==> config.mk <==
export PLATFORM = sky130hd
export DESIGN_NAME = aes_key_expander
export DESIGN_NICKNAME = d
export VERILOG_FILES = /design/src/rtl/aes_key_expander.sv
export SDC_FILE = /design/constraint.sdc
export NUM_CORES = 2
export LEC_CHECK = 0
export BUFFER_PORTS_ARGS = -buffer_cell sky130_fd_sc_hd__buf_2
export CAP_MARGIN = 0
export CORE_UTILIZATION = 29
export DETAILED_ROUTE_END_ITERATION = 16
export GPL_TIMING_DRIVEN = 0
export HOLD_SLACK_MARGIN = 0.08
export PLACE_DENSITY_LB_ADDON = 0.2
export SLEW_MARGIN = 30
export SYNTH_ARGS = -nofsm -noshare
export SYNTH_HDL_FRONTEND = slang
export SYNTH_SLANG_ARGS = --single-unit
==> constraint.sdc <==
create_clock -name clk -period 54.1 [get_ports clk]
set_input_delay 10.82 -clock clk [delete_from_list [all_inputs] [get_ports clk]]
set_output_delay 10.82 -clock clk [all_outputs]
set_load 0.03 [all_outputs]
==> src/rtl/aes_key_expander.sv <==
// Word-serial AES-128/192/256 key schedule; clears the key store, then writes round keys 0..Nr in order.
// Optional KEYEXP_REUSE_EN: a repeat request for the last completed key skips the clear and all writes.
module aes_key_expander #(
  parameter int NSLOT = 15
) (
  input  logic                     clk,
  input  logic                     reset,
  input  logic                     start,
  input  logic [1:0]               key_len,
  input  logic [255:0]             key_in,
  output logic                     busy,
  output logic                     done,
  output logic                     reset_valid_bits,
  output logic                     w_en,
  output logic [$clog2(NSLOT)-1:0] waddr,
  output logic [127:0]             wkey
);
  localparam int AW = $clog2(NSLOT);

  localparam logic [2:0] S_IDLE   = 3'd0;
  localparam logic [2:0] S_CLEAR  = 3'd1;
  localparam logic [2:0] S_EXPAND = 3'd2;
  localparam logic [2:0] S_DONE   = 3'd3;
  localparam logic [2:0] S_HIT    = 3'd4;

  function automatic logic [7:0] gmul(input logic [7:0] a, input logic [7:0] b);
    logic [7:0] p;
    logic [7:0] x;
    p = 8'h00;
    x = a;
    for (int n = 0; n < 8; n++) begin
      if (b[n]) p = p ^ x;
      x = {x[6:0], 1'b0} ^ (x[7] ? 8'h1b : 8'h00);
    end
    return p;
  endfunction

  // Inverse as x^254 by an addition chain, followed by the affine map.
  function automatic logic [7:0] sbox(input logic [7:0] x);
    logic [7:0] x2, x3, x6, x12, x15, x30, x60, x120, x240, x252, b;
    x2   = gmul(x, x);
    x3   = gmul(x2, x);
    x6   = gmul(x3, x3);
    x12  = gmul(x6, x6);
    x15  = gmul(x12, x3);
    x30  = gmul(x15, x15);
    x60  = gmul(x30, x30);
    x120 = gmul(x60, x60);
    x240 = gmul(x120, x120);
    x252 = gmul(x240, x12);
    b    = gmul(x252, x2);
    return b ^ {b[6:0], b[7]} ^ {b[5:0], b[7:6]} ^ {b[4:0], b[7:5]} ^ {b[3:0], b[7:4]} ^ 8'h63;
  endfunction

  logic [2:0]   state;
  logic [1:0]   len_r;
  logic [255:0] key_r;
  logic [5:0]   idx;
  logic [2:0]   kc;
  logic [7:0]   rcon;
  logic [31:0]  win [8];
  logic [95:0]  pack;
  logic         hit;

  logic [5:0]  nk;
  logic [2:0]  nk_m1;
  logic [5:0]  nwords;
  logic [2:0]  kw_sel;
  logic [31:0] key_word, prev, rot_in, sub_out, tmp, w_new;
  logic        is_rot, is_sub;

  always_comb begin
    case (len_r)
      2'b01:   begin nk = 6'd6; nk_m1 = 3'd5; nwords = 6'd52; end
      2'b10:   begin nk = 6'd8; nk_m1 = 3'd7; nwords = 6'd60; end
      default: begin nk = 6'd4; nk_m1 = 3'd3; nwords = 6'd44; end
    endcase
  end

  // win[0] is w[i-1], so win[Nk-1] is w[i-Nk].
  always_comb begin
    kw_sel   = 3'd7 - idx[2:0];
    key_word = key_r[{kw_sel, 5'd0} +: 32];
    prev     = win[0];
    is_rot   = (kc == 3'd0);
    is_sub   = (nk_m1 == 3'd7) && (kc == 3'd4);
    rot_in   = is_rot ? {prev[23:0], prev[31:24]} : prev;
    sub_out  = {sbox(rot_in[31:24]), sbox(rot_in[23:16]), sbox(rot_in[15:8]), sbox(rot_in[7:0])};
    if (is_rot)      tmp = sub_out ^ {rcon, 24'h0};
    else if (is_sub) tmp = sub_out;
    else             tmp = prev;
    w_new = (idx < nk) ? key_word : (win[nk_m1] ^ tmp);
  end

  assign busy             = (state == S_CLEAR) || (state == S_EXPAND) || (state == S_HIT);
  assign done             = (state == S_DONE);
  assign reset_valid_bits = (state == S_CLEAR);

  always_ff @(posedge clk or negedge reset) begin
    if (!reset) begin
      state <= S_IDLE;
      len_r <= '0;
      key_r <= '0;
      idx   <= '0;
      kc    <= '0;
      rcon  <= '0;
      pack  <= '0;
      for (int k = 0; k < 8; k++) win[k] <= '0;
      w_en  <= 1'b0;
      waddr <= '0;
      wkey  <= '0;
    end else begin
      w_en <= 1'b0;
      case (state)
        S_IDLE: begin
          if (start) begin
            len_r <= key_len;
            key_r <= key_in;
            state <= hit ? S_HIT : S_CLEAR;
          end
        end
        S_CLEAR: begin
          idx   <= '0;
          kc    <= '0;
          rcon  <= 8'h01;
          state <= S_EXPAND;
        end
        S_EXPAND: begin
          if (idx != nwords) begin
            win[0] <= w_new;
            for (int k = 1; k < 8; k++) win[k] <= win[k-1];
            idx <= idx + 6'd1;
            kc  <= (kc == nk_m1) ? 3'd0 : kc + 3'd1;
            if (is_rot && (idx >= nk))
              rcon <= {rcon[6:0], 1'b0} ^ (rcon[7] ? 8'h1b : 8'h00);
            if (idx[1:0] == 2'd3) begin
              w_en  <= 1'b1;
              waddr <= AW'(idx[5:2]);
              wkey  <= {pack, w_new};
            end else begin
              pack <= {pack[63:0], w_new};
            end
          end else begin
            state <= S_DONE;
          end
        end
        S_HIT:   state <= S_DONE;
        S_DONE:  state <= S_IDLE;
        default: state <= S_IDLE;
      endcase
    end
  end

`ifdef KEYEXP_REUSE_EN
  logic         cache_vld;
  logic [1:0]   cache_len;
  logic [255:0] cache_key;

  assign hit = cache_vld && (key_len == cache_len) && (key_in == cache_key);

  // Only a run that reaches its final write is remembered; reset drops it.
  always_ff @(posedge clk or negedge reset) begin
    if (!reset) begin
      cache_vld <= 1'b0;
      cache_len <= '0;
      cache_key <= '0;
    end else if ((state == S_EXPAND) && (idx == nwords)) begin
      cache_vld <= 1'b1;
      cache_len <= len_r;
      cache_key <= key_r;
    end
  end
`else
  assign hit = 1'b0;
`endif

endmodule

# Word-level counts from Yosys, hierarchy flattened
# Index checks and enable logic that the tools add are counted.
[word_totals]
register_bits = 763
output_inout_bits = 136
[classes]
addsub = 3
order_cmp = 3
eq_ne = 15
shift = 1
muxes = 685
bitwise_logic = 641
n_reduce_logical = 14
[ops]
columns = ["cell", "n"]
rows = [
  ["$mux 8", 354],
  ["$xor 8x8->8", 324],
  ["$xor 8x5->8", 309],
  ["$mux 5", 309],
  ["$shiftx 256x9->32", 1],
  ["$mux 32", 6],
  ["$bmux 32 s3", 1],
  ["$xor 32x32->32", 2],
  ["$not 4->4", 4],
  ["$pmux 8 s2", 1],
  ["$mux 3", 4],
  ["$pmux 3 s2", 2],
  ["$pmux 3 s4", 1],
  ["$pmux 6 s2", 1],
  ["$pmux 5 s2", 1],
  ["$eq 3x3->1 const B", 3],
  ["$reduce_and 3->1", 3],
  ["$pmux 4 s2", 1],
  ["$reduce_and 2->1", 4],
  ["$add 6x1->6 const B", 1],
  ["$eq 3x2->1 const B", 2],
  ["$ge 6x4->1", 1],
  ["$logic_not 3->1", 2],
  ["$lt 6x4->1", 1],
  ["17 further kinds", 24],
]

# Logic depth before layout (Yosys ltp)
[depth]
ltp_word = 187
depth_mapped = 91
ltp_nobuf = 78

# Worst setup path before layout
# Ideal clock, no wire load.
[synth_path]
path_type = "reg-to-reg"
start = "reg kc[0]"
end = "reg pack[31]"
t_arrival_ns = 19.549
required_time_ns = 54.004
path_slack_ns = 34.455
path_stages_with_launch = 85
period_less_slack_ns = 19.645
cell_sequence = "dfrtp_1 > inv_1 > ha_1 > and2b_4 > buf_6 > buf_6 > mux2i_1 > inv_1 > clkbuf_1 > ha_1 > clkbuf_1 > inv_1 > nand2_1 > mux2i_1 > o22ai_1 > xor3_1 > buf_2 > xnor2_2 > [... 49 more ...] > xor2_2 > nor2_1 > xnor2_1 > xnor2_2 > xor2_1 > xnor3_1 > nor2_1 > xnor2_1 > xnor2_1 > xnor3_1 > xnor2_2 > xnor3_1 > xnor2_1 > xnor2_1 > o221ai_2 > xnor2_1 > nor2_1 > o31ai_1"
[synth_between]
elab_chain_cells = 179
word_cells_on_any_way = 332
classes_between = "eq/ne (1); mux (169); bitwise (160); reduce/logical (2)"
[synth_rtl]
columns = ["item", "line_no", "source"]
rows = [
  ["start: declaration", "59", "logic [2:0] kc;"],
  ["start signal: assignment", "133", "kc <= (kc == nk_m1) ? 3'd0 : kc + 3'd1;"],
  ["$logic_not 3->1", "85", "is_rot = (kc == 3'd0);"],
  ["$mux 32", "87", "rot_in = is_rot ? {prev[23:0], prev[31:24]} : prev;"],
  ["$mux 5 (tied with other cells)", "33", "x = {x[6:0], 1'b0} ^ (x[7] ? 8'h1b : 8'h00);"],
  ["$xor 8x5->8 / $xor 8x8->8 (equally long branches)", "33, 32", ""],
  ["$xor 8x8->8 / $mux 8 (equally long branches)", "32", "if (b[n]) p = p ^ x;"],
  ["$mux 8 / $xor 8x8->8 (equally long branches)", "32", ""],
  ["$xor 8x8->8 / $mux 8 (equally long branches)", "32", ""],
  ["$mux 8 / $xor 8x8->8 (equally long branches)", "32", ""],
  ["[... 160 more ...]", "-", ""],
  ["$mux 8", "32", ""],
  ["$xor 8x8->8", "32", ""],
  ["$mux 8", "32", ""],
  ["$xor 8x8->8 (4 in a row)", "52", "return b ^ {b[6:0], b[7]} ^ {b[5:0], b[7:6]} ^ {b[4:0], b[7:5]} ^ {b[3:0], b[7:4]} ^ 8'h63;"],
  ["$mux 32 / $xor 32x32->32 (equally long branches)", "90, 89", ""],
  ["$mux 32 (*)", "89", "if (is_rot) tmp = sub_out ^ {rcon, 24'h0};"],
  ["$xor 32x32->32 (*)", "92", "w_new = (idx < nk) ? key_word : (win[nk_m1] ^ tmp);"],
  ["$mux 32 (*)", "92", ""],
  ["end signal: assignment", "141", "pack <= {pack[63:0], w_new};"],
  ["end: declaration", "62", "logic [95:0] pack;"],
]
# Mark *: on every way between the ends. The rest lies on a longest branch, timed or not.
# A chain may end at the register's enable or synchronous reset.

# Final worst setup path
[layout_path]
start = "reg kc[0]"
end = "reg win (netlist bit prev[30])"
[layout_between]
elab_chain_cells = 180
word_cells_on_any_way = 333
classes_between = "eq/ne (1); mux (169); bitwise (161); reduce/logical (2)"
[layout_rtl]
columns = ["item", "line_no", "source"]
rows = [
  ["$logic_not 3->1", "85", ""],
  ["$mux 32", "87", ""],
  ["$mux 5 (tied with other cells)", "33", ""],
  ["$xor 8x5->8 / $xor 8x8->8 (equally long branches)", "33, 32", ""],
  ["$xor 8x8->8 / $mux 8 (equally long branches)", "32", ""],
  ["$mux 8 / $xor 8x8->8 (equally long branches)", "32", ""],
  ["$xor 8x8->8 / $mux 8 (equally long branches)", "32", ""],
  ["$mux 8 / $xor 8x8->8 (equally long branches)", "32", ""],
  ["[... 161 more ...]", "-", ""],
  ["$xor 8x8->8", "32", ""],
  ["$mux 8", "32", ""],
  ["$xor 8x8->8 (4 in a row)", "52", ""],
  ["$not 4->4 (no source line)", "-", ""],
  ["$mux 32 / $xor 32x32->32 (equally long branches)", "90, 89", ""],
  ["$mux 32 (*)", "89", ""],
  ["$xor 32x32->32 (*)", "92", ""],
  ["$mux 32 (*)", "92", ""],
  ["end: declaration", "61", "logic [31:0] win [8];"],
]
# Marks and branches as above.

==> metrics.txt <==
WS Path Type=flop to flop; CP Max Fanout=10; htree depth=3; HP Class=flop to flop; R2R depth=84; Iteration-0 DRC Markers=5547; Post-route DRC=0; Initial Utilization=29.1%; slowest CP cell=xnor2_1; GPL Wtd Cong=0.898; Post-synth EDFFs=0; clk sink count=762; final hold viol count=0; PortBufs=about 400; final WL=about 270000 um; clock slew at reported path FFs=70 ps; post-layout min period=25930 ps; final worst slack=28170 ps; data arrival time of the worst path=26410 ps; setup slack at placement=28540 ps; r2r endpoint=prev[30]; Tightest Pin Transition=1120 ps; final period utilization=a little under half; slowest cell delay on critical path=700 ps; syn_nets=about 9200; placed cell area=0.0848 mm2; Ports=397; post-synthesis cell area=0.0781 mm2; register area share after synthesis=about a quarter; WHS Endpoint=win[81]; layout cells sized above 1=between 10% and 20%; MaxCap Viol Count=0; most used cell, CP=xnor2_1; Post-CTS Hold Fix Bufs=0; WL/cell=21.0 um; TritonCTS Buffers=74; ys async rst share=100%; initial antenna violation count=33; WP data required=~55000 ps; clock tree buffer depth=3; Final Skew=70.8 ps; flop2flop setup slack=28170 ps; Overflow after GRT=0; warnings from Yosys=0; largest net degree at the start of global routing=119; FF+latch count, synth=762; RSZ-0062 raised after global routing=false; status=completed; Area Growth Syn to Fin=12.0%; Fmax=38.6 MHz; chip width=roughly 520 um; fin nets=9641; Slew Viols, Final=0; vias in the first global route=64600; CP Capture Type=flop; GRT Util Overall=about 20%; Yosys cell types=between 100 and 150; Post-CTS Setup Repair Bufs=0; design area=0.0875 mm2; first drt pass iteration count=8; CTS-repair resized insts=0; DIE HEIGHT=521 um; Setup violations, final=0; Vias=between 60000 and 70000; Core ar.=0.268 mm2; hpwl dp=about 210000 um; via-per-instance ratio=5.11; die area=0.271 mm2; Rows=190; Root Buffer=clkbuf_16; CP startpoint kind=flop; worst rel slew slack=25.0%; Mapped Avg Cell Area=8.81 um2; worst r2r src=kc[0]; HP Start=win[113]; TNS Setup=0 ps; worst-skew pair later-pin latency=roughly 690 ps; first-pass GRT wire length=413000 um; Top FF cell, synth=dfrtp_1; CTS tree=done; post-route ant nets=0; worst hold path cell count=2; Gate Count Post-Synth=8859
[cells in the mapped netlist, types with 119 or more instances]
master    count  area [um2]
a21oi_1     287        1440
buf_2       135         676
clkbuf_1    324        1220
dfrtp_1     762       19100
mux2_2      322        3630
mux2i_1     229        2290
nand2_1    1787        6710
nand3_1     150         751
nor2_1      849        3190
nor3_1      119         596
o21ai_0     222        1110
xnor2_1    1194       10500
xnor3_1     234        5270
xor2_1      402        3520
[layout by cell type (no fill, tap or decap), types with 59 or more instances in the layout]
cell type	Yosys	final
nand2_1	1787	1787
xnor2_1	1194	1185
nor2_1	849	849
dfrtp_1	762	762
buf_2	135	537
xor2_1	402	398
clkbuf_1	324	328
mux2_2	322	322
a21oi_1	287	279
xnor3_1	234	234
mux2i_1	229	227
o21ai_0	222	221
nand3_1	150	150
xnor2_2	116	125
nor3_1	119	119
inv_1	100	100
o21ai_1	106	99
mux4_2	96	96
o22ai_1	82	82
nor2b_1	77	77
clkbuf_16	0	75
nand2b_1	59	59
a211oi_1	61	59
[flip-flops by register name, indices dropped and copies added (netlist names), 3 cells and up]
signal and cells:
prev 32, win 224, rcon 8, idx 6
wkey 128, key_r 256, kc 3, pack 96
waddr 4
[layer usage]
metal	global-route usage, %	share of wire [%]	wire length, um	up-vias
met1	26.9	45	123000	33000
met5	0	0.032	88	-
met2	32.2	47	128000	1873
met4	4.30	2.1	5790	16
met3	2.67	5.6	15300	289
li1	-	-	-	31000
[worst max-delay path: cells and delay by family (launching register included)]
kind                     cells  cell delay [ps]
buffers and inverters       20             5190
XOR/XNOR                    32            12380
AND/OR/NAND/NOR             12             1940
multiplexers                 3              540
adder cells (fa/ha/maj)      8             3430
flip-flops                   1              440
AO/OA/AOI/OAI                9             1730
[final cells by class]
type                    count  area [um2]
fillers                 27900      180000
flip-flops and latches    762       19100
well taps                3552        4440
plain buffers             568        2670
repair buffers            403        2190
inverters                 128         480
clock inverters            30         334
clock buffers             102        2170
multi-input cells        7401       56100
diodes                     21        52.6
[metrics by stage]
| stage | cells | utilization (%) | hold WS, ps |
|---|---|---|---|
| 2_1_floorplan | 8859 | - | 439 |
| 3_3_place_gp | 12800 | 31.5 | 449 |
| 3_5_place_dp | 12800 | 31.7 | 449 |
| 4_1_cts | 12900 | 32.6 | 449 |
| 5_1_grt | 13000 | 32.6 | 480 |
| 6_report | 13000 | 32.6 | 441 |
[kinds of logic (layout without fill, tap and decap cells)]
logic type | after synthesis | after routing | synth area share [%]
AO/OA/AOI/OAI | 1296 | 1296 | 11.1
XOR/XNOR | 2085 | 2085 | 31.1
adder cells (fa/ha/maj) | 42 | 42 | 0.673
buffers and inverters | 696 | 1231 | 4.01
flip-flops | 762 | 762 | 24.4
multiplexers | 670 | 670 | 10.8
other | 0 | 21 | 0
AND/OR/NAND/NOR | 3308 | 3308 | 17.9
[how the worst max path moves through the flow]
| stage | from | cells after the start | end |
|---|---|---|---|
| after floorplan | kc[0] | 84 | pack[31] |
| after global placement | reset | 1 | wkey[72] |
| after detailed placement | kc[0] | 84 | prev[30] |
| after CTS | kc[0] | 84 | prev[30] |
| after global routing | kc[0] | 83 | prev[28] |
| final | kc[0] | 84 | prev[30] |
Power is left out: the tool's default activity adds up to more than one toggle a clock period on the data nets, which glitch-free logic cannot reach.
